==> src/rtl/accum_seq_ctrl.sv <==
// Multi-pass popcount accumulation sequencer: strips the datapath offset, sums per-lane
// counts across channel tiles, and presents saturated totals plus thresholded activations.
module accum_seq_ctrl #(
  parameter int KERNEL_SIZE = 9,
  parameter int CHANNEL_CNT = 16,
  parameter int BIT_WIDTH   = 8,
  parameter int SUM_WIDTH   = 16,
  parameter int PASS_WIDTH  = 7
) (
  input  logic                               clk_i,
  input  logic                               rst_i,
  input  logic [PASS_WIDTH-1:0]              cfg_passes_i,
  input  logic [SUM_WIDTH-1:0]               thr_i,
  input  logic                               in_valid_i,
  output logic                               in_ready_o,
  input  logic [KERNEL_SIZE*CHANNEL_CNT-1:0] in_data_i,
  output logic [KERNEL_SIZE*CHANNEL_CNT-1:0] xnor_o,
  input  logic [KERNEL_SIZE*BIT_WIDTH-1:0]   acc_result_i,
  output logic                               out_valid_o,
  input  logic                               out_ready_i,
  output logic [KERNEL_SIZE*SUM_WIDTH-1:0]   out_sum_o,
  output logic [KERNEL_SIZE-1:0]             out_bin_o,
  output logic [PASS_WIDTH-1:0]              pass_cnt_o,
  output logic                               busy_o
);

  typedef enum logic [1:0] {
    IDLE  = 2'd0,
    ACCUM = 2'd1,
    DONE  = 2'd2
  } state_t;

  localparam logic [BIT_WIDTH-1:0] OFFSET = {1'b1, {(BIT_WIDTH-1){1'b0}}};

  state_t                           state_r, state_s;
  logic [PASS_WIDTH-1:0]            passes_r, passes_s, pass_cnt_r, pass_cnt_s;
  logic [PASS_WIDTH-1:0]            cfg_eff_s, passes_eff_s, pass_inc_s;
  logic [SUM_WIDTH-1:0]             thr_r, thr_s, thr_eff_s;
  logic [KERNEL_SIZE*SUM_WIDTH-1:0] sum_r, sum_s, lane_sum_s;
  logic [KERNEL_SIZE-1:0]           bin_r, bin_s, lane_bin_s;
  logic                             in_ready_r, in_ready_s;
  logic                             out_valid_r, out_valid_s;
  logic                             busy_r, busy_s;
  logic                             accept_s, first_s, last_s;

  assign xnor_o   = in_data_i;
  assign accept_s = in_valid_i & in_ready_r;
  assign first_s  = (state_r == IDLE);

  // Config and threshold come from the ports only on a frame's first tile.
  assign cfg_eff_s    = (cfg_passes_i == {PASS_WIDTH{1'b0}}) ? {{(PASS_WIDTH-1){1'b0}}, 1'b1}
                                                             : cfg_passes_i;
  assign passes_eff_s = first_s ? cfg_eff_s : passes_r;
  assign thr_eff_s    = first_s ? thr_i : thr_r;
  assign pass_inc_s   = first_s ? {{(PASS_WIDTH-1){1'b0}}, 1'b1}
                                : pass_cnt_r + {{(PASS_WIDTH-1){1'b0}}, 1'b1};
  assign last_s       = (pass_inc_s == passes_eff_s);

  for (genvar i = 0; i < KERNEL_SIZE; i++) begin : g_lane
    logic [BIT_WIDTH-1:0] cnt_s;
    logic [SUM_WIDTH-1:0] base_s;
    logic [SUM_WIDTH:0]   add_s;

    assign cnt_s  = acc_result_i[i*BIT_WIDTH +: BIT_WIDTH] - OFFSET;
    assign base_s = first_s ? {SUM_WIDTH{1'b0}} : sum_r[i*SUM_WIDTH +: SUM_WIDTH];
    assign add_s  = {1'b0, base_s} + {{(SUM_WIDTH+1-BIT_WIDTH){1'b0}}, cnt_s};
    // A carry out of the running sum pins the lane at full scale.
    assign lane_sum_s[i*SUM_WIDTH +: SUM_WIDTH] = add_s[SUM_WIDTH] ? {SUM_WIDTH{1'b1}}
                                                                   : add_s[SUM_WIDTH-1:0];
    assign lane_bin_s[i] = (lane_sum_s[i*SUM_WIDTH +: SUM_WIDTH] >= thr_eff_s);
  end

  // Next-state, datapath-load and output-flag decode.
  always_comb begin
    state_s    = state_r;
    passes_s   = passes_r;
    thr_s      = thr_r;
    sum_s      = sum_r;
    bin_s      = bin_r;
    pass_cnt_s = pass_cnt_r;
    case (state_r)
      IDLE, ACCUM: begin
        if (accept_s) begin
          passes_s   = passes_eff_s;
          thr_s      = thr_eff_s;
          sum_s      = lane_sum_s;
          pass_cnt_s = pass_inc_s;
          if (last_s) begin
            state_s = DONE;
            bin_s   = lane_bin_s;
          end else begin
            state_s = ACCUM;
          end
        end else begin
          state_s = state_r;
        end
      end
      DONE: begin
        // Sums and activations stay visible after hand-off; only the frame state clears.
        if (out_ready_i) begin
          state_s    = IDLE;
          pass_cnt_s = {PASS_WIDTH{1'b0}};
        end else begin
          state_s = DONE;
        end
      end
      default: begin
        state_s    = IDLE;
        pass_cnt_s = {PASS_WIDTH{1'b0}};
      end
    endcase
    in_ready_s  = (state_s != DONE);
    out_valid_s = (state_s == DONE);
    busy_s      = (state_s != IDLE);
  end

  // State and datapath registers; reset discards any partial frame.
  always_ff @(posedge clk_i or posedge rst_i) begin
    if (rst_i) begin
      state_r     <= IDLE;
      passes_r    <= {PASS_WIDTH{1'b0}};
      thr_r       <= {SUM_WIDTH{1'b0}};
      sum_r       <= {(KERNEL_SIZE*SUM_WIDTH){1'b0}};
      bin_r       <= {KERNEL_SIZE{1'b0}};
      pass_cnt_r  <= {PASS_WIDTH{1'b0}};
      in_ready_r  <= 1'b1;
      out_valid_r <= 1'b0;
      busy_r      <= 1'b0;
    end else begin
      state_r     <= state_s;
      passes_r    <= passes_s;
      thr_r       <= thr_s;
      sum_r       <= sum_s;
      bin_r       <= bin_s;
      pass_cnt_r  <= pass_cnt_s;
      in_ready_r  <= in_ready_s;
      out_valid_r <= out_valid_s;
      busy_r      <= busy_s;
    end
  end

  assign in_ready_o  = in_ready_r;
  assign out_valid_o = out_valid_r;
  assign out_sum_o   = sum_r;
  assign out_bin_o   = bin_r;
  assign pass_cnt_o  = pass_cnt_r;
  assign busy_o      = busy_r;

endmodule

==> config.mk <==
export PLATFORM = sky130hd
export DESIGN_NAME = accum_seq_ctrl
export DESIGN_NICKNAME = d
export VERILOG_FILES = /design/src/rtl/accum_seq_ctrl.sv
export SDC_FILE = /design/constraint.sdc
export NUM_CORES = 1
export LEC_CHECK = 0
export CAP_MARGIN = 20
export CORE_AREA = 2 2 214 216
export DETAILED_ROUTE_END_ITERATION = 10
export DIE_AREA = 0 0 216 218
export PLACE_DENSITY = 0.71
export SLEW_MARGIN = 40
export SYNTH_ARGS = -nofsm -noshare
export SYNTH_HDL_FRONTEND = slang
export SYNTH_SLANG_ARGS = --single-unit
==> constraint.sdc <==
create_clock -name clk_i -period 9.5 [get_ports clk_i]
set_clock_uncertainty 0.2 [all_clocks]
set_input_delay 1.9 -clock clk_i [delete_from_list [all_inputs] [get_ports clk_i]]
set_output_delay 1.9 -clock clk_i [all_outputs]
set_load 0.01 [all_outputs]
Word level (Yosys, flattened, before mapping)
Index checks and enable logic that the tools add are counted.

Logic and storage cells: 81. Register bits after elaboration: 188. Input port bits: 243. Output and inout port bits: 307.

Equality and inequality tests: 7. Mux-type cells: 29. Order comparisons: 9. Bitwise operators: 1. $add $sub $neg: 19. Reductions and logical operators: 7.

Operators with widths (count): 16-bit two-way mux (19); 16-bit by 8-bit adder with 17-bit output (9); 16-bit >= comparator (9); 8-bit subtractor, second input constant (9); 7-bit two-way mux (5); 7-bit one-hot mux with 2 select lines (1); 7-bit by 1-bit adder with 7-bit output, second input constant (1); 7-bit == test (1); 7-bit logical NOT (1); 2-bit two-way mux (3); 2-bit inequality test, second input constant (3); 2-bit == test, second input constant (2); 2-bit one-hot mux with 2 select lines (1); 2-bit AND reduction (2); 3-bit AND reduction (1); 2-bit by 1-bit == test with 1-bit output, second input constant (1); 2-bit logical NOT (1); 2-bit nonzero test (1); 2-bit OR reduction (1); 1-bit bitwise AND (1).

Longest topological paths before layout
Word-level depth: 8. Mapped depth: 24. Depth with buffers taken out: 17.

Least setup slack after synthesis
No wires, ideal clock.

Path type: input-to-reg. Start point: input acc_result_i[0]. End point: register bin_r[0] (netlist: out_bin_o[0]). Cell stages on the path: 16. Arrival time: 5198 ps. Buffers on the path: 2. Data required time: 9175 ps. Library setup time: 125 ps. Path slack: 3977 ps. Cells stage by stage: ha_1 > fa_1 > a211oi_1 > o21ai_1 > a31oi_2 > or3_1 > buf_2 > buf_2 > o21ai_0 > ha_1 > a21oi_1 > o21ai_0 > a211o_1 > a41oi_1 > o31ai_1 > mux2_4.

Word-level cells in the longest chain between the ends: 4.

Ends and longest elaborated chain: start, declared (line 18) `input logic [KERNEL_SIZE*BIT_WIDTH-1:0] acc_result_i,`; 8-bit subtractor (line 64) `assign cnt_s = acc_result_i[i*BIT_WIDTH +: BIT_WIDTH] - OFFSET;`; 16-bit by 8-bit adder with 17-bit output (line 66) `assign add_s = {1'b0, base_s} + {{(SUM_WIDTH+1-BIT_WIDTH){1'b0}}, cnt_s};`; 16-bit two-way mux (line 68) `assign lane_sum_s[i*SUM_WIDTH +: SUM_WIDTH] = add_s[SUM_WIDTH] ? {SUM_WIDTH{1'b1}}`; named net lane_sum_s[9] (line 39) `logic [KERNEL_SIZE*SUM_WIDTH-1:0] sum_r, sum_s, lane_sum_s;`; 16-bit >= comparator (line 70) `assign lane_bin_s[i] = (lane_sum_s[i*SUM_WIDTH +: SUM_WIDTH] >= thr_eff_s);`; end signal, assigned (line 124) `bin_r <= {KERNEL_SIZE{1'b0}};`; end signal, assigned (line 134) `bin_r <= bin_s;`; end, declared (line 40) `logic [KERNEL_SIZE-1:0] bin_r, bin_s, lane_bin_s;`.

The timed path passes the listed nets, and every way through them passes these cells. A chain may end at the register's enable or synchronous reset.

Worst setup path in the final report
Start point: input acc_result_i[56]. End point: register bin_r[7] (netlist: out_bin_o[7]).

The elaborated chain is that of the path after synthesis.

==> run summary <==
Status - complete, no violations
# H-tree levels - 4
Chip height - 218 um
Detailed Routing Iterations Pass 1 - 5
Leak - 0.00914 uW
Worst-path fanout max - 15
Pwr Total - 9800 uW
Netlist cell types - 84
Post-DP HPWL - 42900 um
Post-CTS Setup Bufs - 0
Number of synthesized register bits - 188
DRT antenna net count - 0
Top cell by count, worst path - o21ai_0
Ys async rst share - 1.00
Vias in the first global route - 16400
Maximum operating frequency - 165 MHz
Port Buffers - 261
FP Rows - 78
Syn nets - 2601
I/O pins - 550
Post-synth top area cell - dfrtp_1
Via count - 16600
Setup crit end kind - flop
Latest clock arrival within the worst-skew pair - 0.47 ns
Synth Instances - 2132
Fin Setup TNS - 0 ns
Yosys warns - 0
Total CTS buffers - 17
RSZ-0062 raised after global routing - false
Commonest cells post-synth - nand2_1, ha_1, dfrtp_1, buf_4
Peak VDD IR - 0.200 mV
Max cap viols - 0
CTS Hold Bufs - 0
Pwr dens - 465 nW/um2
Reg-to-Reg Start - state_r[0]
CTS root buffer - clkbuf_16
Arrival time at the worst endpoint - 6.20 ns
Critical path startpoint - acc_result_i[56]
Max Root-Sink Buffers - 2
Clock Sinks - 188
Clk slew on worst S/H paths - 0.08 ns
Avg Cell Area, Syn - 8.52 um2
First-pass GRT wire length - 91900 um
Top-count cell post-synth - nand2_1
Hold path start - passes_r[3]
Largest net degree at the start of global routing - 120
CP cell instances - clkdlybuf4s50_1, ha_1, fa_1, a211oi_1, o21ai_0, nand3_1, or2_1, o21ai_0, ha_1, a21oi_1, o21ai_0, a211o_1, a41oi_1, o31ai_1, mux2_2
Startpoint type of the worst setup path - input pin
Slowest-stage cell, CP - or2_1
Worst EP required - 9.65 ns
Drt via density - 5.92
Final period utilization - 0.637
WL/cell - 21.3 um
Global route overflow - 0
Routed Wire Length - 59900 um
Layout cells sized above 1 - 0.0669
HP Class - reg2reg
Worst Setup Path Type - in2reg
Antenna cells - 0
Initial core utilization - 0.405
Die ar. - 47100 um2
Top cells by area, synth - dfrtp_1, ha_1, buf_4, nand2_1, a21oi_1
Max stage delay on crit path - 0.46 ns
Final Hold Viols - 0
Drc violations - 0
Slew HR - 0.434
Final worst path period need - 6.05 ns
Syn-to-layout area delta - 16.1%
CTS tree - done
Synth Flop Type - dfrtp_1
Initial antenna violation count - 0
Max Slew Vio Count - 0
Resized Gates After CTS - 0
Core area - 44900 um2
Slew @ Worst Pin - 0.831 ns
GP Congestion - 0.896
Post-synth EDFFs - 0
Net count, final - 2667
Die X - 216 um
Top-area cell type share of the netlist area - 0.258
Total track usage - 0.250
Sequential element share of the synthesized area - 0.259
Mapped Area - 18200 um2
Drt initial violations - 1550
Setup violators final - 0
-- layer usage --
layer / GRT usage / vias up / wire length [um]
met5: 0 / - / 0
met4: 0.109 / 0 / 2410
met2: 0.418 / 706 / 28300
met3: 0.0657 / 143 / 4830
li1: - / 7801 / -
met1: 0.302 / 7998 / 24300
-- power breakdown --
part	total (uW)	internal [uW]	switching, uW
logic	7480	3330	4150
registers	1540	1150	390
clock network	775	414	361
-- area by class of cell --
| type | instances | area [um2] |
|---|---|---|
| Inverter | 41 | 166 |
| Fill cell | 4322 | 23800 |
| Timing Repair Buffer | 281 | 2830 |
| Sequential cell | 188 | 4710 |
| Clock inverter | 11 | 133 |
| Multi-Input combinational cell | 1669 | 12000 |
| Tap cell | 600 | 751 |
| Clock buffer | 21 | 470 |
-- logic make-up after synthesis --
group,synth area share
AOI/OAI and AO/OA,0.231
adders and majority gates,0.159
xor gates and xnor gates,0.0439
DFF,0.259
and+or+nand+nor,0.172
buffers and inverters,0.0899
muxes,0.0452
-- through the flow --
| step | instances | hold WS, ns | utilization | worst slack (ns) | area (um2) |
|---|---|---|---|---|---|
| after floorplan | 2132 | 0.245 | - | 2.29 | 18200 |
| after global placement | 2772 | 0.258 | 0.454 | 3.11 | 20400 |
| after detailed placement | 2777 | 0.263 | 0.456 | 3.02 | 20500 |
| after CTS | 2809 | 0.283 | 0.469 | 3.51 | 21100 |
| after global routing | 2811 | 0.303 | 0.470 | 3.16 | 21100 |
| final | 2811 | 0.279 | 0.470 | 3.45 | 21100 |
-- state kept, by name (all words and copies together) (netlist names) --
register	cells
in_ready_o	1
passes_r	7
busy_o	1
pass_cnt_o	7
out_bin_o	9
out_sum_o	144
thr_r	16
state_r	2
out_valid_o	1
-- layout by cell type, fill, tap and decap left out, types with 39 or more instances in the layout --
| master | instances |
|---|---|
| nand2_1 | 222 |
| xnor2_1 | 43 |
| a21o_1 | 64 |
| clkdlybuf4s50_1 | 261 |
| dfrtp_1 | 187 |
| ha_1 | 217 |
| nor2_1 | 120 |
| a31oi_1 | 64 |
| inv_1 | 40 |
| a21oi_1 | 144 |
| xor2_1 | 48 |
| o21ai_0 | 144 |
| a211oi_1 | 39 |
| and2_1 | 90 |
-- worst max-delay path: cells and delay by family --
| family | cells | cell delay, ns |
|---|---|---|
| multiplexers | 1 | 0.27 |
| adder cells (fa/ha/maj) | 3 | 0.99 |
| buffers and inverters | 1 | 0.41 |
| AO/OA/AOI/OAI | 8 | 1.82 |
| AND/OR/NAND/NOR | 2 | 0.81 |
-- final timing paths --
path	end	slack, ns	depth (start not counted)
max in group asynchronous	out_bin_o[6]	6.20	3
setup / recovery	out_bin_o[7]	3.45	15
hold / removal	passes_r[3]	0.28	2
min in group asynchronous	out_sum_o[0]	1.78	2
setup reg to reg	out_bin_o[0]	3.75	18
hold reg to reg	passes_r[3]	0.28	2
(Power assumes the default switching activity.)
